==> config.mk <==
export PLATFORM = sky130hd
export DESIGN_NAME = hs_ram_arbiter
export DESIGN_NICKNAME = d
export VERILOG_FILES = /design/src/rtl/hs_arb_pkg.sv /design/src/rtl/pause_dim_timer.sv /design/src/rtl/hs_ram_arbiter.sv
export SDC_FILE = /design/constraint.sdc
export NUM_CORES = 1
export LEC_CHECK = 0
export CAP_MARGIN = 5
export CORE_MARGIN = 4
export CORE_UTILIZATION = 29
export DETAILED_ROUTE_END_ITERATION = 6
export PLACE_DENSITY = 0.75
export REMOVE_ABC_BUFFERS = 1
export SETUP_SLACK_MARGIN = 0.15
export SYNTH_ARGS = -nofsm -noshare
export SYNTH_HDL_FRONTEND = slang
export SYNTH_SLANG_ARGS = --single-unit
export TNS_END_PERCENT = 100
==> constraint.sdc <==
create_clock -name clk -period 1.45 [get_ports clk]
set_clock_uncertainty 0.05 [all_clocks]
set_input_delay 0.145 -clock clk [delete_from_list [all_inputs] [get_ports clk]]
set_output_delay 0.145 -clock clk [all_outputs]
set_load 0.01 [all_outputs]
==> src/rtl/hs_arb_pkg.sv <==
// rtl/hs_arb_pkg.sv - shared types and defaults for the hiscore RAM arbiter
//   hs_arb_state_t     : arbiter FSM state encoding
//   HS_ARB_AW          : default work-RAM address width
//   HS_ARB_DIM_CYCLES  : default paused-cycle threshold before the video dims
//   HS_ARB_SETTLE_W    : width of the settle down-counter (SETTLE_CYC is 1..15)
package hs_arb_pkg;

    localparam int          HS_ARB_AW         = 11;
    localparam logic [31:0] HS_ARB_DIM_CYCLES = 32'h11E1A300;
    localparam int          HS_ARB_SETTLE_W   = 4;

    typedef enum logic [2:0] {
        ST_IDLE     = 3'd0,
        ST_WAIT_VBL = 3'd1,
        ST_SETTLE   = 3'd2,
        ST_GRANT    = 3'd3,
        ST_RELEASE  = 3'd4
    } hs_arb_state_t;

endpackage

==> src/rtl/pause_dim_timer.sv <==
// rtl/pause_dim_timer.sv - counts paused cycles and raises dim once the threshold is reached
//   clk    in  1  system clock
//   reset  in  1  asynchronous active-high reset
//   run    in  1  user pause is active; count while high, clear while low
//   dim    out 1  count has reached DIM_CYCLES
module pause_dim_timer
    import hs_arb_pkg::*;
#(
    parameter logic [31:0] DIM_CYCLES = HS_ARB_DIM_CYCLES
) (
    input  logic clk,
    input  logic reset,
    input  logic run,
    output logic dim
);

    logic [31:0] count;

    // Saturates at the threshold so a very long pause never wraps back to undimmed.
    always_ff @(posedge clk or posedge reset) begin
        if (reset) begin
            count <= 32'd0;
        end else if (!run) begin
            count <= 32'd0;
        end else if (count < DIM_CYCLES) begin
            count <= count + 32'd1;
        end
    end

    assign dim = (count >= DIM_CYCLES);

endmodule

==> src/rtl/hs_ram_arbiter.sv <==
// rtl/hs_ram_arbiter.sv - shares the work RAM between the game core and the hiscore engine
// Optional feature macro: HS_ARB_DIM_EN (pause dim timer; dim tied low when undefined)
//   clk, reset                        in   clock, asynchronous active-high reset
//   vblank                            in   vertical blank, grant is only started on its rising edge
//   pause_btn, osd_pause              in   user pause button (level) and OSD pause request
//   hs_req                            in   hiscore engine wants the RAM, held until done
//   hs_addr/hs_wdata/hs_we            in   hiscore RAM port
//   core_addr/core_wdata/core_we      in   game-core RAM port
//   ram_addr/ram_wdata/ram_we         out  shared RAM port (combinational mux)
//   hs_ack                            out  hiscore engine owns the RAM
//   core_pause                        out  freeze the game core
//   dim                               out  dim the video after a long user pause
module hs_ram_arbiter
    import hs_arb_pkg::*;
#(
    parameter int          AW         = HS_ARB_AW,
    parameter int          SETTLE_CYC = 4,
    parameter logic [31:0] DIM_CYCLES = HS_ARB_DIM_CYCLES
) (
    input  logic          clk,
    input  logic          reset,
    input  logic          vblank,
    input  logic          pause_btn,
    input  logic          osd_pause,
    input  logic          hs_req,
    input  logic [AW-1:0] hs_addr,
    input  logic [7:0]    hs_wdata,
    input  logic          hs_we,
    input  logic [AW-1:0] core_addr,
    input  logic [7:0]    core_wdata,
    input  logic          core_we,
    output logic [AW-1:0] ram_addr,
    output logic [7:0]    ram_wdata,
    output logic          ram_we,
    output logic          hs_ack,
    output logic          core_pause,
    output logic          dim
);

    localparam logic [HS_ARB_SETTLE_W-1:0] SETTLE_LOAD = HS_ARB_SETTLE_W'(SETTLE_CYC - 1);

    // A zero dim threshold would dim the picture even when nothing is paused,
    // and the settle counter only holds values up to 15.
    if (SETTLE_CYC < 1 || SETTLE_CYC > 15) begin : g_bad_settle_cyc
        $error("hs_ram_arbiter: SETTLE_CYC must be in 1..15");
    end
    if (DIM_CYCLES == 32'd0) begin : g_bad_dim_cycles
        $error("hs_ram_arbiter: DIM_CYCLES must be non-zero");
    end

    hs_arb_state_t               state;
    hs_arb_state_t               next_state;
    logic [HS_ARB_SETTLE_W-1:0]  settle_cnt;
    logic                        vblank_q;
    logic                        pause_btn_q;
    logic                        pause_toggle;
    logic                        vblank_rise;
    logic                        hs_ack_next;
    logic                        core_pause_next;

    // A vblank that is already high when WAIT_VBL is entered is not a rising
    // edge, so the core always gets a full blanking period to reach a safe point.
    assign vblank_rise = vblank & ~vblank_q;

    // State register
    always_ff @(posedge clk or posedge reset) begin
        if (reset) begin
            state <= ST_IDLE;
        end else begin
            state <= next_state;
        end
    end

    // Next-state logic; dropping hs_req before the grant abandons the request.
    always_comb begin
        next_state = state;
        case (state)
            ST_IDLE: begin
                if (hs_req) next_state = ST_WAIT_VBL;
            end
            ST_WAIT_VBL: begin
                if (!hs_req)          next_state = ST_IDLE;
                else if (vblank_rise) next_state = ST_SETTLE;
            end
            ST_SETTLE: begin
                if (!hs_req)                next_state = ST_IDLE;
                else if (settle_cnt == '0)  next_state = ST_GRANT;
            end
            ST_GRANT: begin
                if (!hs_req) next_state = ST_RELEASE;
            end
            ST_RELEASE: begin
                next_state = ST_IDLE;
            end
            default: begin
                next_state = ST_IDLE;
            end
        endcase
    end

    // Output logic: RAM mux plus the next values of the registered outputs.
    // Writes are blocked in SETTLE and RELEASE so neither side can write while
    // ownership is changing hands.
    always_comb begin
        ram_addr  = core_addr;
        ram_wdata = core_wdata;
        ram_we    = 1'b0;
        case (state)
            ST_IDLE, ST_WAIT_VBL: begin
                ram_we = core_we;
            end
            ST_GRANT: begin
                ram_addr  = hs_addr;
                ram_wdata = hs_wdata;
                ram_we    = hs_we;
            end
            default: begin
                ram_we = 1'b0;
            end
        endcase

        // Built from next_state so hs_ack is already high in the first GRANT cycle.
        hs_ack_next     = (next_state == ST_GRANT);
        core_pause_next = pause_toggle | osd_pause |
                          ((state != ST_IDLE) && (state != ST_WAIT_VBL));
    end

    // Settle counter sits at its load value outside SETTLE, so it holds
    // SETTLE_CYC-1 on the first SETTLE cycle and reaches 0 on the last one.
    always_ff @(posedge clk or posedge reset) begin
        if (reset) begin
            settle_cnt <= '0;
        end else if (state != ST_SETTLE) begin
            settle_cnt <= SETTLE_LOAD;
        end else if (settle_cnt != '0) begin
            settle_cnt <= settle_cnt - 1'b1;
        end
    end

    // Registered outputs, input history and the pause toggle.
    always_ff @(posedge clk or posedge reset) begin
        if (reset) begin
            hs_ack       <= 1'b0;
            core_pause   <= 1'b0;
            vblank_q     <= 1'b0;
            pause_btn_q  <= 1'b0;
            pause_toggle <= 1'b0;
        end else begin
            hs_ack      <= hs_ack_next;
            core_pause  <= core_pause_next;
            vblank_q    <= vblank;
            pause_btn_q <= pause_btn;
            if (pause_btn && !pause_btn_q) begin
                pause_toggle <= ~pause_toggle;
            end
        end
    end

`ifdef HS_ARB_DIM_EN
    pause_dim_timer #(
        .DIM_CYCLES (DIM_CYCLES)
    ) u_pause_dim_timer (
        .clk   (clk),
        .reset (reset),
        .run   (pause_toggle),
        .dim   (dim)
    );
`else
    assign dim = 1'b0;
`endif

endmodule

==> impl_summary.txt, run 1 <==
----------------------------------------------------
[Timing]
  Finish-stage setup viols ... 19
  Post-layout worst setup margin ... -0.294 ns
  Fin. Hold Viols ... 0
  Final slew viol count ... 0
  Fmax ... 573 MHz
  Post-route fraction of the period consumed by the critical path ... 120%
  Unrepaired setup endpoints after global routing ... true
  Final critical-path required period ... 1.74 ns

[Synth]
  Proportion of synthesized chip area in sequential cells ... 35.1%
  Number of register bits inferred by synthesis ... 12
  Yosys warning count ... 0
  Mapped Area ... 856 µm²
  Average instance area after synthesis ... 12.4 µm²
  Synthesized instance count ... 69
  Yosys cell types ... 21

[Power]
  Clock network fraction of total power ... 19.6%
  Areal power density over the cells ... 546 nW/µm²
  P_sw ... 245 µW
  Internal power of the cells ... 747 µW
  Fraction of power spent switching nets ... 24.7%
  Sequential share of power ... 38.5%
  Static leakage ... 0.000873 µW
  Share of power burned in combinational logic ... 41.9%
  Worst voltage drop across the vdd grid ... 468 µV

[Clock tree]
  Clock tree from TritonCTS ... yes
  Post-cts hold buffer count ... 0
  Reg clk slew, reported paths ... 0.07 ns
  Master cell of the clock root buffer ... clkbuf_4
  Insertion delay to the later sink of the worst-skew pair ... 0.27 ns
  Cts bufs inserted ... 3
  Number of H-tree levels ... 1
  Number of sinks on the clock net ... 12
  Max Buffers Root-to-Sink ... 2

[Critical path]
  Crit path arrival time ... 1.55 ns
  Worst flop-to-flop path startpoint ... settle_cnt[1]
  Worst R2R Path Depth ... 6
  Startpoint class of the critical path ... flop
  CP Data Required Time ... 1.25 ns
  CP Capture Type ... output pin
  Crit Path Max Fanout ... 5
  FF-to-FF End ... state[0]
  Setup slack on the worst flop-to-flop path ... 0.12 ns
  Start-to-end type of the worst setup path ... reg -> out

[Final layout]
  Layout cell share with drive strength beyond 1 ... 46.3%
  Util after Layout ... 65.3%
  Final std cell area, no fill ... 1820 µm²
  Final layout net count ... 199
  Area growth syn-to-layout ... 112%
  Inserted Diodes ... 0

[Place]
  Routability cong. ... 0.822
  Count of input and output buffers ... 67
  DP Area ... 1590 µm²
  Estimated wirelength of the detail-placed design ... 2.18 mm

[Global route]
  Global route overflow ... 0
  Wire length of the first global-routing pass ... 4.65 mm
  Initial antenna violation count ... 0
  Via count of the first global-routing pass ... 971
  Overall global routing resource usage ... 15.0%
  Maximum number of pins on one net before global-route repair ... 13

[Floorplan]
  Area enclosed by the die boundary ... 3880 µm²
  Die width ... 62.3 µm
  Core box area ... 2780 µm²
  Ports ... 69
  Vertical die dimension ... 62.3 µm
  Initial core utilization ... 30.8%
  Placement row count ... 19

[Outcome]
  Violated checks ... negative setup slack
  Run status ... finished with violations

[Detailed routing]
  DRC marker count from the first detailed-route iteration ... 10
  Number of design rule violations left after detail routing ... 0
  Number of vias in the routed layout ... 840
  Routed Antenna Nets ... 0
  DRT Pass-1 Iters ... 4
  Vias per inst ... 4.67
  Average detailed-routed wire length per instance ... 15.6 µm
  Wire length reported by the detailed router ... 2.80 mm

[Hold path]
  Worst min-delay path category ... in -> async

[Job]
  Count of max-cap constraint violations ... 0

----------------------------------------------------
-- cells by family (layout without fill, tap and decap cells) --
| family | after synthesis | count (layout) | share of synthesized area [%] |
|---|---|---|---|
| fa+ha+maj | 2 | 2 | 2.92 |
| other cells | 1 | 1 | 0.438 |
| mux | 20 | 20 | 34.6 |
| flops | 12 | 12 | 35.1 |
| compound gates | 2 | 2 | 1.32 |
| buf+inv | 7 | 87 | 5.26 |
| simple gates | 21 | 21 | 16.2 |
| xor+xnor | 4 | 4 | 4.09 |
-- sequential cells by signal, summed over array words and instances, names as in the netlist --
| name | cells |
|---|---|
| settle_cnt | 4 |
| state | 3 |
| core_pause | 1 |
| hs_ack | 1 |
| pause_btn_q | 1 |
| pause_toggle | 1 |
| vblank_q | 1 |
-- critical path, cell delays in order (launching register included) --
cell and delay, ns:
dfrtp_1 0.38, nand3b_4 0.19, buf_6 0.16, buf_16 0.13, mux2_4 0.30, buf_6 0.13
-- worst max path at each step --
stage                  start           end  slack, ns  cells past startpoint
floorplan           state[2]   ram_addr[0]      -0.18                      2
global placement    state[2]   ram_addr[5]      -0.29                      4
detailed placement  state[2]  ram_wdata[2]      -0.34                      4
CTS                 state[2]   ram_addr[0]      -0.30                      5
global route        state[2]   ram_addr[3]      -0.34                      5
finish              state[2]   ram_addr[3]      -0.29                      5
-- routing by layer --
| layer | routed length [µm] | track usage, % |
|---|---|---|
| met3 | 103 | 2.70 |
| met1 | 1010 | 16.7 |
| met5 | 0 | 0 |
| met2 | 1570 | 26.9 |
| met4 | 124 | 7.16 |
-- cell type report --
class	instances	area, µm²
multi-input cells	50	568
clock buffers	3	22.5
flip-flops and latches	12	300
fillers	205	965
repair buffers	80	872
inverters	4	15.0
well taps	31	38.8
-- stage by stage --
stage	hold slack [ns]	total power, µW	setup TNS, ns	setup slack, ns	std cells
global placement	0.403	760	-5.49	-0.291	169
detailed placement	0.410	767	-6.22	-0.335	169
CTS	0.135	1000	-5.06	-0.305	180
floorplan	-0.0403	525	-3.44	-0.181	66
global route	0.162	1050	-5.67	-0.342	180
finish	0.123	993	-4.70	-0.294	180
-- Yosys cell counts --
| library cell | count | area share [%] |
|---|---|---|
| nor3_1 | 2 | 1.2 |
| dfrtp_1 | 12 | 35 |
| or4_1 | 1 | 0.88 |
| nor2_1 | 5 | 2.2 |
| inv_1 | 4 | 1.8 |
| a21oi_1 | 1 | 0.58 |
| ha_1 | 2 | 2.9 |
| conb_1 | 1 | 0.44 |
| nand2b_1 | 4 | 2.9 |
| nor3b_4 | 1 | 2.2 |
| buf_6 | 2 | 2.6 |
| nand3_1 | 1 | 0.58 |
| nor3b_1 | 3 | 2.6 |
| mux2_2 | 1 | 1.3 |
| a31oi_1 | 1 | 0.73 |
| xnor2_1 | 4 | 4.1 |
| buf_4 | 1 | 0.88 |
| and4bb_2 | 1 | 1.5 |
| nand2_1 | 2 | 0.88 |
| nand3b_2 | 1 | 1.3 |
| mux2_4 | 19 | 33 |
-- layout by cell type, fill, tap and decap left out, drive strengths merged --
master and n:
buf 33, nand2 2, and4bb 1, conb 1, nand3 1, ha 2, nor2 5, nand3b 1
nand2b 4, mux2 20, clkbuf 3, nor3 2, a21oi 1, or4 1, clkdlybuf4s50 45, nor3b 4
dfrtp 12, a31oi 1, xnor2 4, dlygate4sd2 2, inv 4
-- power by group through the flow --
stage               logic (µW)  registers [µW]  clock network (µW)
detailed placement         379             387                   0
global route               442             385                 218
CTS                        416             382                 202
finish                     416             382                 194
floorplan                  133             392                   0
global placement           374             386                   0
-- timing repair --
action | CTS | global route
endpoints found under the setup margin | 28 | 26
pin swaps | 4 | 3
cloned | 3 | 0
gates resized for setup | 123 | 4
buffers inserted | 5 | 0
Note: power is estimated with default switching activity, not from simulation.
==> inputs of run 2 (changes only) <==
Settings changed: SETUP_SLACK_MARGIN 0.15 to default.
==> run 2 against run 1 <==
  * The run still ends with negative setup slack left
  * Maximum frequency fell by 0.26%
  * Flip-flop and latch count did not move
  * Wire length shrank 0.89%
  * Sequential share of layout area rose by 0.68 points
  * Critical path depth unchanged
  * Cell count decreased by 1.7%
  * Die area unchanged
  * Setup slack got worse by 0.0046 ns
  * Via count fell by 1.2%
  * Largest power group unchanged
  * Highest routed layer unchanged
==> impl_summary.txt, run 2 (same netlist as run 1, synthesis figures left out) <==
----------------------------------------------------
[Power]
  Areal power density over the cells ... 569 nW/µm² (+4.2%)
  Worst voltage drop across the vdd grid ... 461 µV (-1.5%)
  Static leakage ... 0.000845 µW (-3.2%)

[Final layout]
  Post-route insts no fill ... 177 (-1.7%)
  Final layout net count ... 196 (-1.5%)
  Largest registers ... settle_cnt (4), state (3)
  Inserted Diodes ... 0 (unchanged)
  Max FFs per register ... 4 (unchanged)
  Area growth syn-to-layout ... 104%
  Layout cell share with drive strength beyond 1 ... 41.8% (-4.5 points)
  Commonest cells after routing, fill and taps aside ... clkdlybuf4s50_1 (47), buf_6 (22), mux2_4 (19)
  Number of inserted filler cells in the final layout ... 217 (+5.9%)
  Most frequent standard cell in the layout excluding fill and tap cells ... clkdlybuf4s50_1
  Most flops, register ... settle_cnt

[Place]
  Routability cong. ... 0.822 (unchanged)
  Estimated wirelength of the detail-placed design ... 2.18 mm (unchanged)
  Total instance count after detailed placement ... 169 (unchanged)
  Count of input and output buffers ... 67 (unchanged)

[Clock tree]
  Insertion delay to the later sink of the worst-skew pair ... 0.27 ns (about the same)
  Clock tree from TritonCTS ... yes
  Post-cts hold buffer count ... 0 (unchanged)
  Number of sinks on the clock net ... 12 (unchanged)
  Cts bufs inserted ... 3 (unchanged)
  Max Buffers Root-to-Sink ... 2 (unchanged)
  Master cell of the clock root buffer ... clkbuf_4
  Number of H-tree levels ... 1 (unchanged)
  Reg clk slew, reported paths ... 0.07 ns (about the same)

[Floorplan]
  Core box area ... 2780 µm² (unchanged)
  Vertical die dimension ... 62.3 µm (unchanged)
  Area enclosed by the die boundary ... 3880 µm² (unchanged)
  Initial core utilization ... 30.8% (unchanged)
  Die width ... 62.3 µm (unchanged)
  Ports ... 69 (unchanged)
  Placement row count ... 19 (unchanged)

[Job]
  Count of max-cap constraint violations ... 0 (unchanged)

[Timing]
  Finish-stage setup viols ... 19 (unchanged)
  Post-route fraction of the period consumed by the critical path ... 121% (+0.31 points)
  Post-layout worst setup margin ... -0.299 ns (-0.00457 ns)
  Fin. Hold Viols ... 0 (unchanged)
  Unrepaired setup endpoints after global routing ... true
  Final slew viol count ... 0 (unchanged)
  Final critical-path required period ... 1.75 ns (+0.00457 ns)
  Fin Hold WS ... 0.121 ns (-0.00261 ns)
  Fmax ... 572 MHz (-0.26%)

[Critical path]
  Buffers and inverters on the worst path ... 3 (unchanged)
  Setup slack on the worst flop-to-flop path ... 0.12 ns (about the same)
  CP Capture Type ... output pin
  Cell with the largest stage delay on the worst path ... dfrtp_1
  List of cells traversed by the critical path ... nand3b_4, buf_6, buf_16, mux2_4, buf_6
  Crit Path Max Fanout ... 5 (unchanged)
  Cell occurring most often along the worst timing path ... buf_6
  Startpoint class of the critical path ... flop
  CP Data Required Time ... 1.25 ns (about the same)
  Cell family with most CP delay ... buffers and inverters
  Start-to-end type of the worst setup path ... reg -> out
  CP peak stage delay ... 0.38 ns (about the same)
  Crit path arrival time ... 1.55 ns (about the same)

[Detailed routing]
  Average detailed-routed wire length per instance ... 15.7 µm (+0.79%)
  Wire length reported by the detailed router ... 2.78 mm (-0.89%)
  Routed Antenna Nets ... 0 (unchanged)
  Vias per inst ... 4.69 (+0.48%)
  Number of design rule violations left after detail routing ... 0 (unchanged)
  DRC marker count from the first detailed-route iteration ... 11 (+1)
  Number of vias in the routed layout ... 830 (-1.2%)
  DRT Pass-1 Iters ... 3 (-1)

[Outcome]
  Run status ... finished with violations
  Violated checks ... negative setup slack

[Global route]
  Wire length of the first global-routing pass ... 4.55 mm (-2.2%)
  Overall global routing resource usage ... 14.7% (-0.24 points)
  Global route overflow ... 0 (unchanged)
  Maximum number of pins on one net before global-route repair ... 13 (unchanged)
  Via count of the first global-routing pass ... 952 (-2.0%)
  Initial antenna violation count ... 0 (unchanged)

[Hold path]
  Worst min-delay path category ... in -> async

----------------------------------------------------
## run 2: cell count changes in the layout (fill, tap and decap cells not counted), moves of 2 or more
cell	change
nor2_1	+3
nor2_2	-3
dlygate4sd2_1	-2
clkdlybuf4s50_1	+2
## run 2: metal layers
layer  track usage [%]  vias to the layer above  wire, µm
met1              16.0                      392       964
met3              2.88                       15       115
met5                 0                        -         0
met4              9.02                        0       175
li1                  -                      391         -
met2              25.9                       32      1520
## run 2: timing repair
item / CTS / global route
gates resized for setup: 111 / 6
setup buffers: 3 / 2
hold endpoints to repair: 0 / 0
endpoints found under the setup margin: 20 / 25
pin swaps: 0 / 1
cloned: 3 / 0
## run 2: area by class of cell
| type | instances | area, µm² | area share (%) |
|---|---|---|---|
| tap | 31 | 38.8 | 2.22 |
| timing repair buffer | 77 | 828 | 47.5 |
| clock buffer | 3 | 22.5 | 1.29 |
| sequential | 12 | 300 | 17.2 |
| multi-input combinational | 50 | 541 | 31.0 |
| inverter | 4 | 15.0 | 0.860 |
## run 2: path summary, 6_finish.rpt
check / from / end / cells after the start
worst max-delay path: state[2] / ram_addr[3] / 5
worst min-delay path: reset / settle_cnt[1] / 2
worst max register to register: settle_cnt[0] / state[0] / 6
worst min register to register: pause_toggle / pause_toggle / 1
max in group asynchronous: reset / state[0] / 2
min in group clk: pause_btn / pause_btn_q / 1
## run 2: through the flow
| step | power (µW) | utilization, % | area, µm² | setup slack (ns) | TNS [ns] |
|---|---|---|---|---|---|
| after floorplan | 525 | - | 826 | -0.181 | -3.44 |
| after global placement | 760 | 57.0 | 1590 | -0.291 | -5.49 |
| after detailed placement | 767 | 57.0 | 1590 | -0.335 | -6.22 |
| after CTS | 999 | 62.8 | 1750 | -0.305 | -5.06 |
| after global routing | 1050 | 62.8 | 1750 | -0.344 | -5.11 |
| final | 994 | 62.8 | 1750 | -0.299 | -4.22 |
## run 2: worst register-to-register path, cell delays in order (launching register included)
cell     delay, ns
dfrtp_1       0.37
inv_2         0.06
ha_1          0.18
nor3b_4       0.15
buf_4         0.15
nor3b_1       0.18
nor3_1        0.08
## run 2: power by group
part	internal [µW]	total, µW	switching (µW)
clock	96.1	196	100
combinational	286	414	129
sequential	365	383	17.6
total	747	994	246
